$ cat config.mk
export PLATFORM = sky130hd
export DESIGN_NAME = mem_read_seq
export DESIGN_NICKNAME = d
export VERILOG_FILES = /design/src/rtl/mem_read_pkg.sv /design/src/rtl/mem_read_seq_skew_pipe.sv /design/src/rtl/mem_read_seq.sv
export SDC_FILE = /design/constraint.sdc
export NUM_CORES = 1
export LEC_CHECK = 0
export ABC_CLOCK_PERIOD_IN_PS = 5000
export BUFFER_PORTS_ARGS = -buffer_cell sky130_fd_sc_hd__clkbuf_2
export CAP_MARGIN = 15
export CORE_ASPECT_RATIO = 0.8
export CORE_UTILIZATION = 35
export CTS_BUF_LIST = sky130_fd_sc_hd__clkbuf_4
export CTS_CLUSTER_DIAMETER = 30
export DETAILED_ROUTE_END_ITERATION = 8
export GPL_TIMING_DRIVEN = 0
export PLACE_DENSITY = 0.65
export SLEW_MARGIN = 15
export SYNTH_ARGS = -nofsm -noshare
export SYNTH_HDL_FRONTEND = slang
export SYNTH_SLANG_ARGS = --single-unit
$ cat constraint.sdc
create_clock -name clk -period 5 [get_ports clk]
set_input_delay 0.25 -clock clk [delete_from_list [all_inputs] [get_ports clk]]
set_output_delay 0.25 -clock clk [all_outputs]
set_load 0.01 [all_outputs]
$ cat src/rtl/mem_read_pkg.sv
// Shared types and helpers for the skewed BRAM read sequencer.
package mem_read_pkg;

  typedef enum logic [1:0] {
    IDLE  = 2'd0,
    RUN   = 2'd1,
    DRAIN = 2'd2
  } state_t;

  function automatic int sweep_len(input int m, input int n);
    return (m * m) / n;
  endfunction

endpackage

$ cat src/rtl/mem_read_seq_skew_pipe.sv
// Per-bank delay line: bank x sees bank x-1's address/enable one cycle later.
module skew_pipe #(
  parameter int N  = 3,
  parameter int AW = 4
) (
  input  logic          clk,
  input  logic          rst,
  input  logic          en_in,
  input  logic [AW-1:0] addr_in,
  output logic [N-1:0]  en_out,
  output logic [AW-1:0] addr_out [N-1:0]
);

  generate
    if (N > 1) begin : g_pipe
      logic [N-2:0]  vld_pipe;
      logic [AW-1:0] addr_pipe [N-2:0];

      always_ff @(posedge clk) begin
        if (rst) begin
          vld_pipe <= '0;
          for (int i = 0; i < N-1; i++) addr_pipe[i] <= '0;
        end else begin
          vld_pipe[0]  <= en_in;
          addr_pipe[0] <= addr_in;
          for (int i = 1; i < N-1; i++) begin
            vld_pipe[i]  <= vld_pipe[i-1];
            addr_pipe[i] <= addr_pipe[i-1];
          end
        end
      end

      always_comb begin
        en_out[0]   = en_in;
        addr_out[0] = addr_in;
        for (int i = 1; i < N; i++) begin
          en_out[i]   = vld_pipe[i-1];
          addr_out[i] = addr_pipe[i-1];
        end
      end
    end else begin : g_wire
      logic unused_clk_rst;
      assign unused_clk_rst = clk | rst;
      assign en_out[0]      = en_in;
      assign addr_out[0]    = addr_in;
    end
  endgenerate

endmodule

$ cat src/rtl/mem_read_seq.sv
// Skewed read-address sequencer feeding N BRAM banks of an NxN systolic array.
// Optional MEM_READ_SEQ_TRANSPOSE_EN adds a start-latched transposed sweep order.
module mem_read_seq
  import mem_read_pkg::*;
#(
  parameter  int N  = 3,
  parameter  int M  = 6,
  localparam int SL = (N < 1) ? 1 : sweep_len(M, N),
  localparam int AW = (SL > 1) ? $clog2(SL) : 1
) (
  input  logic          clk,
  input  logic          rst,
  input  logic          start,
  input  logic          stall,
`ifdef MEM_READ_SEQ_TRANSPOSE_EN
  input  logic          transpose,
`endif
  output logic [AW-1:0] rd_addr_bram [N-1:0],
  output logic [N-1:0]  rd_en_bram,
  output logic          busy,
  output logic          done
);

  localparam int CN    = (N < 1) ? 1 : M / N;
  localparam int RW    = (M > 1) ? $clog2(M) : 1;
  localparam int CW    = (CN > 1) ? $clog2(CN) : 1;
  localparam int DW    = (N > 1) ? $clog2(N) : 1;
  localparam int DLAST = (N > 1) ? N - 2 : 0;

  generate
    if (N < 1) begin : g_bad_n
      $error("mem_read_seq: N must be >= 1");
    end else if ((M % N) != 0) begin : g_bad_m
      $error("mem_read_seq: M must be a multiple of N");
    end
  endgenerate

  state_t        state, state_nx;
  logic [RW-1:0] r, r_nx;
  logic [CW-1:0] c, c_nx;
  logic [DW-1:0] dcnt;
  logic [AW-1:0] addr_q, addr_nx;
  logic          last, en0, done_q;
`ifdef MEM_READ_SEQ_TRANSPOSE_EN
  logic          tr_q;
`endif

  // r is the inner (row) index, c the outer (column block) index
  always_comb begin
    r_nx = r + RW'(1);
    c_nx = c;
    last = 1'b0;
    if (r == RW'(M-1)) begin
      r_nx = '0;
      c_nx = c + CW'(1);
      last = (c == CW'(CN-1));
    end
  end

  always_comb begin
    addr_nx = AW'(c_nx) * AW'(M) + AW'(r_nx);
`ifdef MEM_READ_SEQ_TRANSPOSE_EN
    if (tr_q) addr_nx = AW'(r_nx) * AW'(CN) + AW'(c_nx);
`endif
  end

  always_ff @(posedge clk) begin
    if (rst) state <= IDLE;
    else     state <= state_nx;
  end

  always_comb begin
    state_nx = state;
    unique case (state)
      IDLE:    if (start) state_nx = RUN;
      RUN:     if (!stall && last) state_nx = (N > 1) ? DRAIN : IDLE;
      DRAIN:   if (dcnt == DW'(DLAST)) state_nx = IDLE;
      default: state_nx = IDLE;
    endcase
  end

  // bank-0 enable is a bubble whenever stall is high in RUN
  always_comb begin
    busy = (state != IDLE);
    en0  = (state == RUN) && !stall;
    done = done_q;
  end

  // addr_q always holds the address of the current (r, c)
  always_ff @(posedge clk) begin
    if (rst) begin
      r      <= '0;
      c      <= '0;
      dcnt   <= '0;
      addr_q <= '0;
      done_q <= 1'b0;
`ifdef MEM_READ_SEQ_TRANSPOSE_EN
      tr_q   <= 1'b0;
`endif
    end else begin
      done_q <= 1'b0;
      unique case (state)
        IDLE: if (start) begin
          r      <= '0;
          c      <= '0;
          dcnt   <= '0;
          addr_q <= '0;
`ifdef MEM_READ_SEQ_TRANSPOSE_EN
          tr_q   <= transpose;
`endif
        end
        RUN: if (!stall) begin
          if (last) begin
            r      <= '0;
            c      <= '0;
            addr_q <= '0;
            dcnt   <= '0;
            if (N == 1) done_q <= 1'b1;
          end else begin
            r      <= r_nx;
            c      <= c_nx;
            addr_q <= addr_nx;
          end
        end
        DRAIN: begin
          dcnt <= dcnt + DW'(1);
          if (dcnt == DW'(DLAST)) done_q <= 1'b1;
        end
        default: ;
      endcase
    end
  end

  skew_pipe #(.N(N), .AW(AW)) u_skew (
    .clk      (clk),
    .rst      (rst),
    .en_in    (en0),
    .addr_in  (addr_q),
    .en_out   (rd_en_bram),
    .addr_out (rd_addr_bram)
  );

endmodule

; ---- Word level (Yosys, flattened, before mapping)
; Memory sizes are Yosys's and may differ from the RTL's.
; Index checks and enable logic that the tools add are counted.
[classes]
n_eq_ne = 9
add_sub_neg = 4
mul = 1
bitwise_logic = 3
n_mux = 29
reduce_logical = 11
[op_table]
columns = cell, n
row1 = 2-to-1 mux 4 bit, 5
row2 = 2-to-1 mux 2 bit, 6
row3 = 2-to-1 mux 3 bit, 4
row4 = one-hot mux 2 bit (3 select lines), 2
row5 = "!= test 2 bit, second input constant", 5
row6 = 2-to-1 mux 1 bit, 9
row7 = one-hot mux 4 bit (2 select lines), 1
row8 = one-hot mux 3 bit (2 select lines), 1
row9 = AND reduction 3 bit, 2
row10 = adder 4 x 3 -> 4 bit, 1
row11 = "equality test 2 x 1 -> 1 bit, second input constant", 2
row12 = AND reduction 4 bit, 1
row13 = nonzero test 2 bit, 2
row14 = "adder 3 x 1 -> 3 bit, second input constant", 1
row15 = "equality test 3 bit, second input constant", 1
row16 = "multiplier 1 x 2 -> 3 bit, second input constant", 1
row17 = nonzero test 3 bit, 1
row18 = "adder 2 x 1 -> 2 bit, second input constant", 1
row19 = "equality test 2 bit, second input constant", 1
row20 = logical AND 1 bit, 2
row21 = zero test 2 bit, 1
row22 = OR 1 bit, 2
row23 = one-hot mux 1 bit (2 select lines), 1
row24 = OR reduction 2 bit, 1
row25 = 3 further kinds, 3
[word_totals]
out_inout_bits = 17
elab_cells = 65
mem_count = 1
input_bits = 4
register_bits = 15
mem_bits_rw = 8
[memory_table]
columns = memory, depth, word_bits, rd, rd_ports_with_merged_regs, wr, line_no
row1 = u_skew.g_pipe.addr_pipe, 2, 4, 2, 0, 2, mem_read_seq_skew_pipe.sv:17  ; logic [AW-1:0] addr_pipe [N-2:0];

; ---- Longest topological paths before layout
; Gate-level depths: netlist (run 1).
[depth]
ltp_word = 7
mapped_depth = 8

; ---- Modules after synthesis
; Synthesis (run 1) repeated with hierarchy kept, for this count alone.
[unflattened]
cells_unflattened = 98
hier_area_um2 = 958.4
[by_module_without_submodules]
columns = mod, seq_area_each_um2, area_per_inst_um2, cells_each, n_inst
row1 = mem_read_seq, 240.2, 658.1, 73, 1
row2 = skew_pipe, 200.2, 300.3, 25, 1

; ---- Worst setup path before layout (run 1)
; No wires, ideal clock.
[synth_timing]
path_type = register to register
from = register r[1]
to = register addr_q[3]
synth_period_minus_slack_ns = 1.774
slack_ns = 3.226
path_stages_with_launch = 9
arrival_ns = 1.716
cell_sequence = dfxtp_1 -> inv_1 -> and3_1 -> ha_1 -> ha_1 -> inv_1 -> fa_1 -> nor4b_1 -> mux2_2
[synth_via]
elab_chain_cells = 7
word_cells_on_any_way = 10
cone_classes = 2 x add/sub / 1 x mul / 1 x eq/ne / 6 x mux
[synth_lines]
columns = element, line_no
row1 = "start, declared", mem_read_seq.sv:39  ; logic [RW-1:0] r, r_nx;
row2 = "start signal, assigned", mem_read_seq.sv:120  ; r <= r_nx;
row3 = equality test 3 bit, mem_read_seq.sv:53  ; if (r == RW'(M-1)) begin
row4 = 2-to-1 mux 1 bit, mem_read_seq.sv:53
row5 = multiplier 1 x 2 -> 3 bit, mem_read_seq.sv:61  ; addr_nx = AW'(c_nx) * AW'(M) + AW'(r_nx);
row6 = adder 4 x 3 -> 4 bit, mem_read_seq.sv:61
row7 = 2-to-1 mux 4 bit (*), mem_read_seq.sv:113  ; if (last) begin
row8 = 2-to-1 mux 4 bit (*), mem_read_seq.sv:112  ; RUN: if (!stall) begin
row9 = one-hot mux 4 bit (2 select lines) (*), mem_read_seq.sv:102  ; unique case (state)
row10 = "end signal, assigned", mem_read_seq.sv:122  ; addr_q <= addr_nx;
row11 = "end, declared", mem_read_seq.sv:42  ; logic [AW-1:0] addr_q, addr_nx;
; Mark *: on every way between the ends. The rest lies on a longest branch, timed or not. The select of a mux whose other input is x is not followed.
; A chain may end at the register's enable or synchronous reset.

; ---- Final worst setup path (run 1)
; Same ends and word-level chain as after synthesis.

==> flow_summary.ini, run 1 <==
[synthesis]
synth-xor-area-share = 0.00951
synth_top_family_by_area = simple AND/OR/NAND/NOR gates
synth_compound_area_frac = 0.124
synth_nets = 102
syn_area_per_cell_sq_um = 9.80
synth.distinct_cells = 31
ys_seq_area_frac = 0.478
yosys_warnings = 0
yosys-mux-area-fraction = 0.0353
synth.ff_latch_count = 22
syn-cell-area_sq_um = 921
synth_fa_ha_area_frac = 0.0625
synthSimpleGateAreaFrac = 0.192
syn-instance-count = 94

[clock_network]
clockRootBuffer = clkbuf_4
cts_max_path_buffers = 2
cts_inserted_buffers = 3
htreeDepth = 1
postCtsSetupRepairBufs = 0
ctsHoldBuffers = 0
clock_latency_ns = 0.30
clock-sinks = 22
clk_pin_slew_ns = 0.12
cts_resized = 0
cts_tree = done

[timing]
tns_ns = 0
fin_worst_skew_ns = 0.00408
hold_viol = 0
final_max_slew_viol_count = 0
post-route-period-util = 0.383
rsz0062_at_grt = no
setup_viol = 0
relSlewSlack = 0.697
finalWorstSetupSlack_ns = 3.09
final.min_clock_period_ns = 1.91
tightest_slew_ns = 0.454
fmax_ghz = 0.523

[finish]
instances_no_fill = 154
fin_util = 0.454
drive_gt1_frac = 0.280
multiInputGateArea_sq_um = 389
fin_nets = 127
fill_cells = 245
seqCellArea_sq_um = 440
areaGrowthSynthToFinish_pct = 21.5
layout_commonest_cell = dfxtp_1
fin_area_sq_um = 1120
num_antenna_cells = 0
final_cell_mix = 22 x dfxtp_1, 20 x clkbuf_2, 14 x inv_1, 8 x nor2_1, 8 x nor2b_1

[floorplanning]
dieArea_sq_um = 2840
dieWidth_um = 59.4
row_count = 16
initial_core_util = 0.374
num_io_pins = 21
core_area_sq_um = 2460
die_h_um = 47.9

[place]
io_buffers = 20
gp_congestion = 0.741
place_ws_ns = 3.12
dp.cells = 150
placed_area_sq_um = 1070
dp_hpwl_mm = 1.26

[critical_path]
critPathKind = register to register
worstPathArrival_ns = 2.17
critPathCaptureType = register
required_ns = 5.26
worst_setup_path_start_kind = register
cp_max_fo = 4

[route]
firstDrtPassIters = 4
vias_per_cell = 4.58
wl_mm = 1.65
drc_errors = 0
wire_per_inst_um = 10.7
first_iter_violations = 20
num_vias = 706
ant_nets = 0

[global_routing]
grt_max_degree = 14
grt_util_all_layers = 0.131
gr-total-overflow = 0
grt_pass1_vias = 585
antenna_found_initial = 0
grt_pass1_wl_mm = 2.66

[run]
drv_cap = 0

[power]
p_leak_nw = 0.481
ir_worst_vdd_mv = 0.133
powerDensity_nw_per_um2 = 307

[min_path]
hp-class = input port to register

[run_status]
status = finished, final reports clean
## registers in the layout, summed over array words and instances (netlist names)
| register | cells |
|---|---|
| r | 3 |
| state | 2 |
| u_skew.g_pipe.addr_pipe | 8 |
| u_skew.g_pipe.vld_pipe | 2 |
| addr_q | 3 |
| done | 1 |
| c | 1 |
| dcnt | 2 |
## synthesized netlist by cell type (all sizes together)
library cell,n,share of area
clkbuf,2,0.0082
ha,3,0.041
a22oi,1,0.0082
buf,4,0.034
fa,1,0.022
a32oi,1,0.0095
or3,2,0.019
a221oi,1,0.0095
nor4bb,1,0.011
or3b,1,0.012
a21oi,3,0.020
and3,1,0.0068
inv,14,0.057
mux2,2,0.024
nand2b,5,0.034
a211oi,1,0.0082
a2bb2oi,1,0.0095
nor4b,1,0.0095
nor2b,8,0.054
o21ai,2,0.011
xnor2,1,0.0095
nand2,1,0.0041
dfxtp,22,0.48
mux2i,1,0.011
o32ai,5,0.048
nor2,8,0.033
nand3b,1,0.0082
## layer usage
metal / global-route usage / wire length [um] / vias up
met3: 0.0514 / 101 / 0
li1: - / - / 361
met4: 0.0429 / 0 / 0
met5: 0 / 0 / -
met1: 0.157 / 774 / 318
met2: 0.218 / 776 / 27
## power by group
group | internal [mW] | switching, mW | leakage (nW)
registers | 0.178 | 0.00224 | 0.178
logic | 0.0131 | 0.0166 | 0.276
clock network | 0.0810 | 0.0518 | 0.0279
total | 0.272 | 0.0707 | 0.481
## cell families after synthesis
family / after synthesis
AO/OA/AOI/OAI: 15
multiplexers: 3
AND/OR/NAND/NOR: 29
flip-flops: 22
buffers and inverters: 20
adder cells (fa/ha/maj): 4
XOR/XNOR: 1
## worst max-delay path, stage by stage, from the launching register on
cell     delay (ns)
dfxtp_1        0.39
inv_1          0.07
and3_1         0.16
ha_1           0.29
ha_1           0.14
inv_1          0.05
fa_1           0.35
nor4b_1        0.23
mux2_2         0.19
## stage by stage
step	hold WS, ns	total power [mW]
after floorplan	0.331	0.205
after global placement	0.447	0.213
after detailed placement	0.442	0.214
after CTS	0.200	0.348
after global routing	0.198	0.361
final	0.210	0.343
## final timing paths
path	startpoint	cells past startpoint	endpoint	slack [ns]
worst max-delay path	r[1]$_SDFFE_PP0P_	8	addr_q[3]$_SDFFE_PP0P_	3.09
worst min register to register	addr_q[1]$_SDFFE_PP0P_	2	u_skew.g_pipe.addr_pipe[0][1]$_SDFF_PP0_	0.46
worst max register to register	r[1]$_SDFFE_PP0P_	8	addr_q[3]$_SDFFE_PP0P_	3.09
worst min-delay path	rst	2	u_skew.g_pipe.addr_pipe[0][3]$_SDFF_PP0_	0.21
## cell type report
type,instances,area share
Buffer,6,0.0347
Clock buffer,3,0.0201
Clock inverter,1,0.0268
Inverter,14,0.0470
Multi-Input combinational cell,52,0.348
Sequential cell,22,0.394
Tap cell,36,0.0403
Timing Repair Buffer,20,0.0895
(Power assumes the default switching activity.)
==> inputs of run 2 (changes only) <==
--- a/config.mk
+++ b/config.mk
@@ -5,7 +5,7 @@
 export SDC_FILE = /design/constraint.sdc
 export NUM_CORES = 1
 export LEC_CHECK = 0
-export ABC_CLOCK_PERIOD_IN_PS = 5000
+export ABC_CLOCK_PERIOD_IN_PS = 1600
 export BUFFER_PORTS_ARGS = -buffer_cell sky130_fd_sc_hd__clkbuf_2
 export CAP_MARGIN = 15
 export CORE_ASPECT_RATIO = 0.8
@@ -14,7 +14,7 @@
 export CTS_CLUSTER_DIAMETER = 30
 export DETAILED_ROUTE_END_ITERATION = 8
 export GPL_TIMING_DRIVEN = 0
-export PLACE_DENSITY = 0.65
+export PLACE_DENSITY = 0.67
 export SLEW_MARGIN = 15
 export SYNTH_ARGS = -nofsm -noshare
 export SYNTH_HDL_FRONTEND = slang
==> constraint.sdc (replaced) <==
create_clock -name clk -period 1.6 [get_ports clk]
set_input_delay 0.08 -clock clk [delete_from_list [all_inputs] [get_ports clk]]
set_output_delay 0.08 -clock clk [all_outputs]
set_load 0.01 [all_outputs]
==> flow_summary.ini, run 2 (synthesized netlist as in run 1, its figures left out) <==
[global_routing]
grt_pass1_wl_mm = 2.46
grt_max_degree = 12
antenna_found_initial = 0
gr-total-overflow = 0
grt_util_all_layers = 0.122
grt_pass1_vias = 553

[timing]
fin_worst_skew_ns = 0.00167
fmax_ghz = 0.563
rsz0062_at_grt = yes
tightest_slew_ns = 0.466
relSlewSlack = 0.689
setup_viol = 2
final_max_slew_viol_count = 0
post-route-period-util = 1.11
hold_viol = 0
final.min_clock_period_ns = 1.77
finalWorstSetupSlack_ns = -0.175
whs_ns = 0.0570

[floorplanning]
initial_core_util = 0.374
num_io_pins = 21
dieWidth_um = 59.4
dieArea_sq_um = 2840
core_area_sq_um = 2460
die_h_um = 47.9
row_count = 16

[power]
powerDensity_nw_per_um2 = 773
p_sw_uw = 218
combPwrFrac = 0.119
clkPwrFrac = 0.266
switching_share = 0.239
p_seq_frac = 0.615
p_leak_nw = 0.484
ir_worst_vdd_mv = 0.219
intPower_uw = 695

[finish]
num_antenna_cells = 0
multiInputGateArea_sq_um = 452
layout_commonest_cell = clkbuf_2
fill_cells = 245
fin_nets = 130
largest_reg_flops = 8
areaGrowthSynthToFinish_pct = 28.3
final_cell_mix = 20 x clkbuf_2, 18 x dfxtp_1, 10 x inv_1, 8 x nor2b_1, 7 x nor2_1
seqCellArea_sq_um = 448
regMostFlops = u_skew.g_pipe.addr_pipe
drive_gt1_frac = 0.417
fin_area_sq_um = 1180
fin_util = 0.480
biggestRegsByFlops = u_skew.g_pipe.addr_pipe x8, addr_q x3, r x3

[critical_path]
critPathCaptureType = register
worst_setup_path_start_kind = register
cp_max_fo = 2
critPathTopFamily = adder cells
critPathKind = register to register
crit_buf_inv = 2
slowest_delay_ns = 0.36
cp_cell_sequence = inv_2, and3_4, ha_4, ha_4, inv_2, fa_2, nor4b_2, mux2_4
worstPathArrival_ns = 2.03
cp_slowest_cell = dfxtp_2
required_ns = 1.85

[route]
firstDrtPassIters = 4
first_iter_violations = 14
wl_mm = 1.68
wire_per_inst_um = 10.8
vias_per_cell = 4.49
ant_nets = 0
num_vias = 701
drc_errors = 0

[clock_network]
clk_pin_slew_ns = 0.11
htreeDepth = 1
clock-sinks = 22
clockRootBuffer = clkbuf_4
cts_tree = done
clock_latency_ns = 0.30
cts_inserted_buffers = 3
cts_max_path_buffers = 2

[run_status]
status = finished, violations left
violations = negative setup slack

[place]
gp_congestion = 0.700
placed_area_sq_um = 1110
io_buffers = 20
dp_hpwl_mm = 1.24

[min_path]
hp-class = input port to register

[run]
drv_cap = 0
## run 2: per-layer routing
layer	up-vias	global-route usage	wire, um
met2	22	0.207	816
met1	309	0.147	794
li1	366	-	-
met4	0	0.0571	17
met3	4	0.0324	51
met5	-	0	0
## run 2: path summary, 6_finish.rpt
| check | end | slack [ns] | startpoint | depth (start not counted) |
|---|---|---|---|---|
| hold / removal | u_skew.g_pipe.addr_pipe[0][3]$_SDFF_PP0_ | 0.06 | rst | 2 |
| hold reg to reg | u_skew.g_pipe.addr_pipe[0][1]$_SDFF_PP0_ | 0.46 | addr_q[1]$_SDFFE_PP0P_ | 2 |
| setup / recovery | addr_q[3]$_SDFFE_PP0P_ | -0.17 | r[1]$_SDFFE_PP0P_ | 8 |
| setup reg to reg | addr_q[3]$_SDFFE_PP0P_ | -0.17 | r[1]$_SDFFE_PP0P_ | 8 |
## run 2: power groups by stage
| stage | registers [mW] | logic [mW] | clock network [mW] |
|---|---|---|---|
| 6_report | 0.561 | 0.109 | 0.243 |
| 5_1_grt | 0.562 | 0.121 | 0.280 |
| 4_1_cts | 0.564 | 0.0978 | 0.252 |
| 3_5_place_dp | 0.576 | 0.0963 | 0 |
| 3_3_place_gp | 0.576 | 0.0933 | 0 |
| 2_1_floorplan | 0.577 | 0.0652 | 0 |
## run 2: area by class of cell
type / instances / share of cell area
plain buffers: 6 / 0.0328
inverters: 14 / 0.0445
multi-input cells: 52 / 0.382
repair buffers: 23 / 0.104
well taps: 36 / 0.0381
flip-flops and latches: 22 / 0.379
clock buffers: 3 / 0.0191
## run 2: worst reg2reg max path: stages, from the launching register on
cell and delay (ns):
dfxtp_2 0.36, inv_2 0.04, and3_4 0.17, ha_4 0.27, ha_4 0.12, inv_2 0.03, fa_2 0.33, nor4b_2 0.25
mux2_4 0.17
## run 2: metrics by stage
stage / total power, mW / std cells / setup WS [ns] / setup TNS (ns)
3_5_place_dp: 0.673 / 150 / -0.218 / -0.323
3_3_place_gp: 0.669 / 150 / -0.181 / -0.254
5_1_grt: 0.963 / 156 / -0.241 / -0.357
4_1_cts: 0.914 / 154 / -0.191 / -0.254
2_1_floorplan: 0.642 / 94 / -0.136 / -0.179
6_report: 0.913 / 156 / -0.175 / -0.239
## run 2: what timing repair did
action / 4_1_cts / 5_1_grt
buffers inserted: 1 / 2
endpoints found under the setup margin: 2 / 3
gates resized for setup: 0 / 9
pin swaps: 4 / 2
hold buffers: 0 / 0
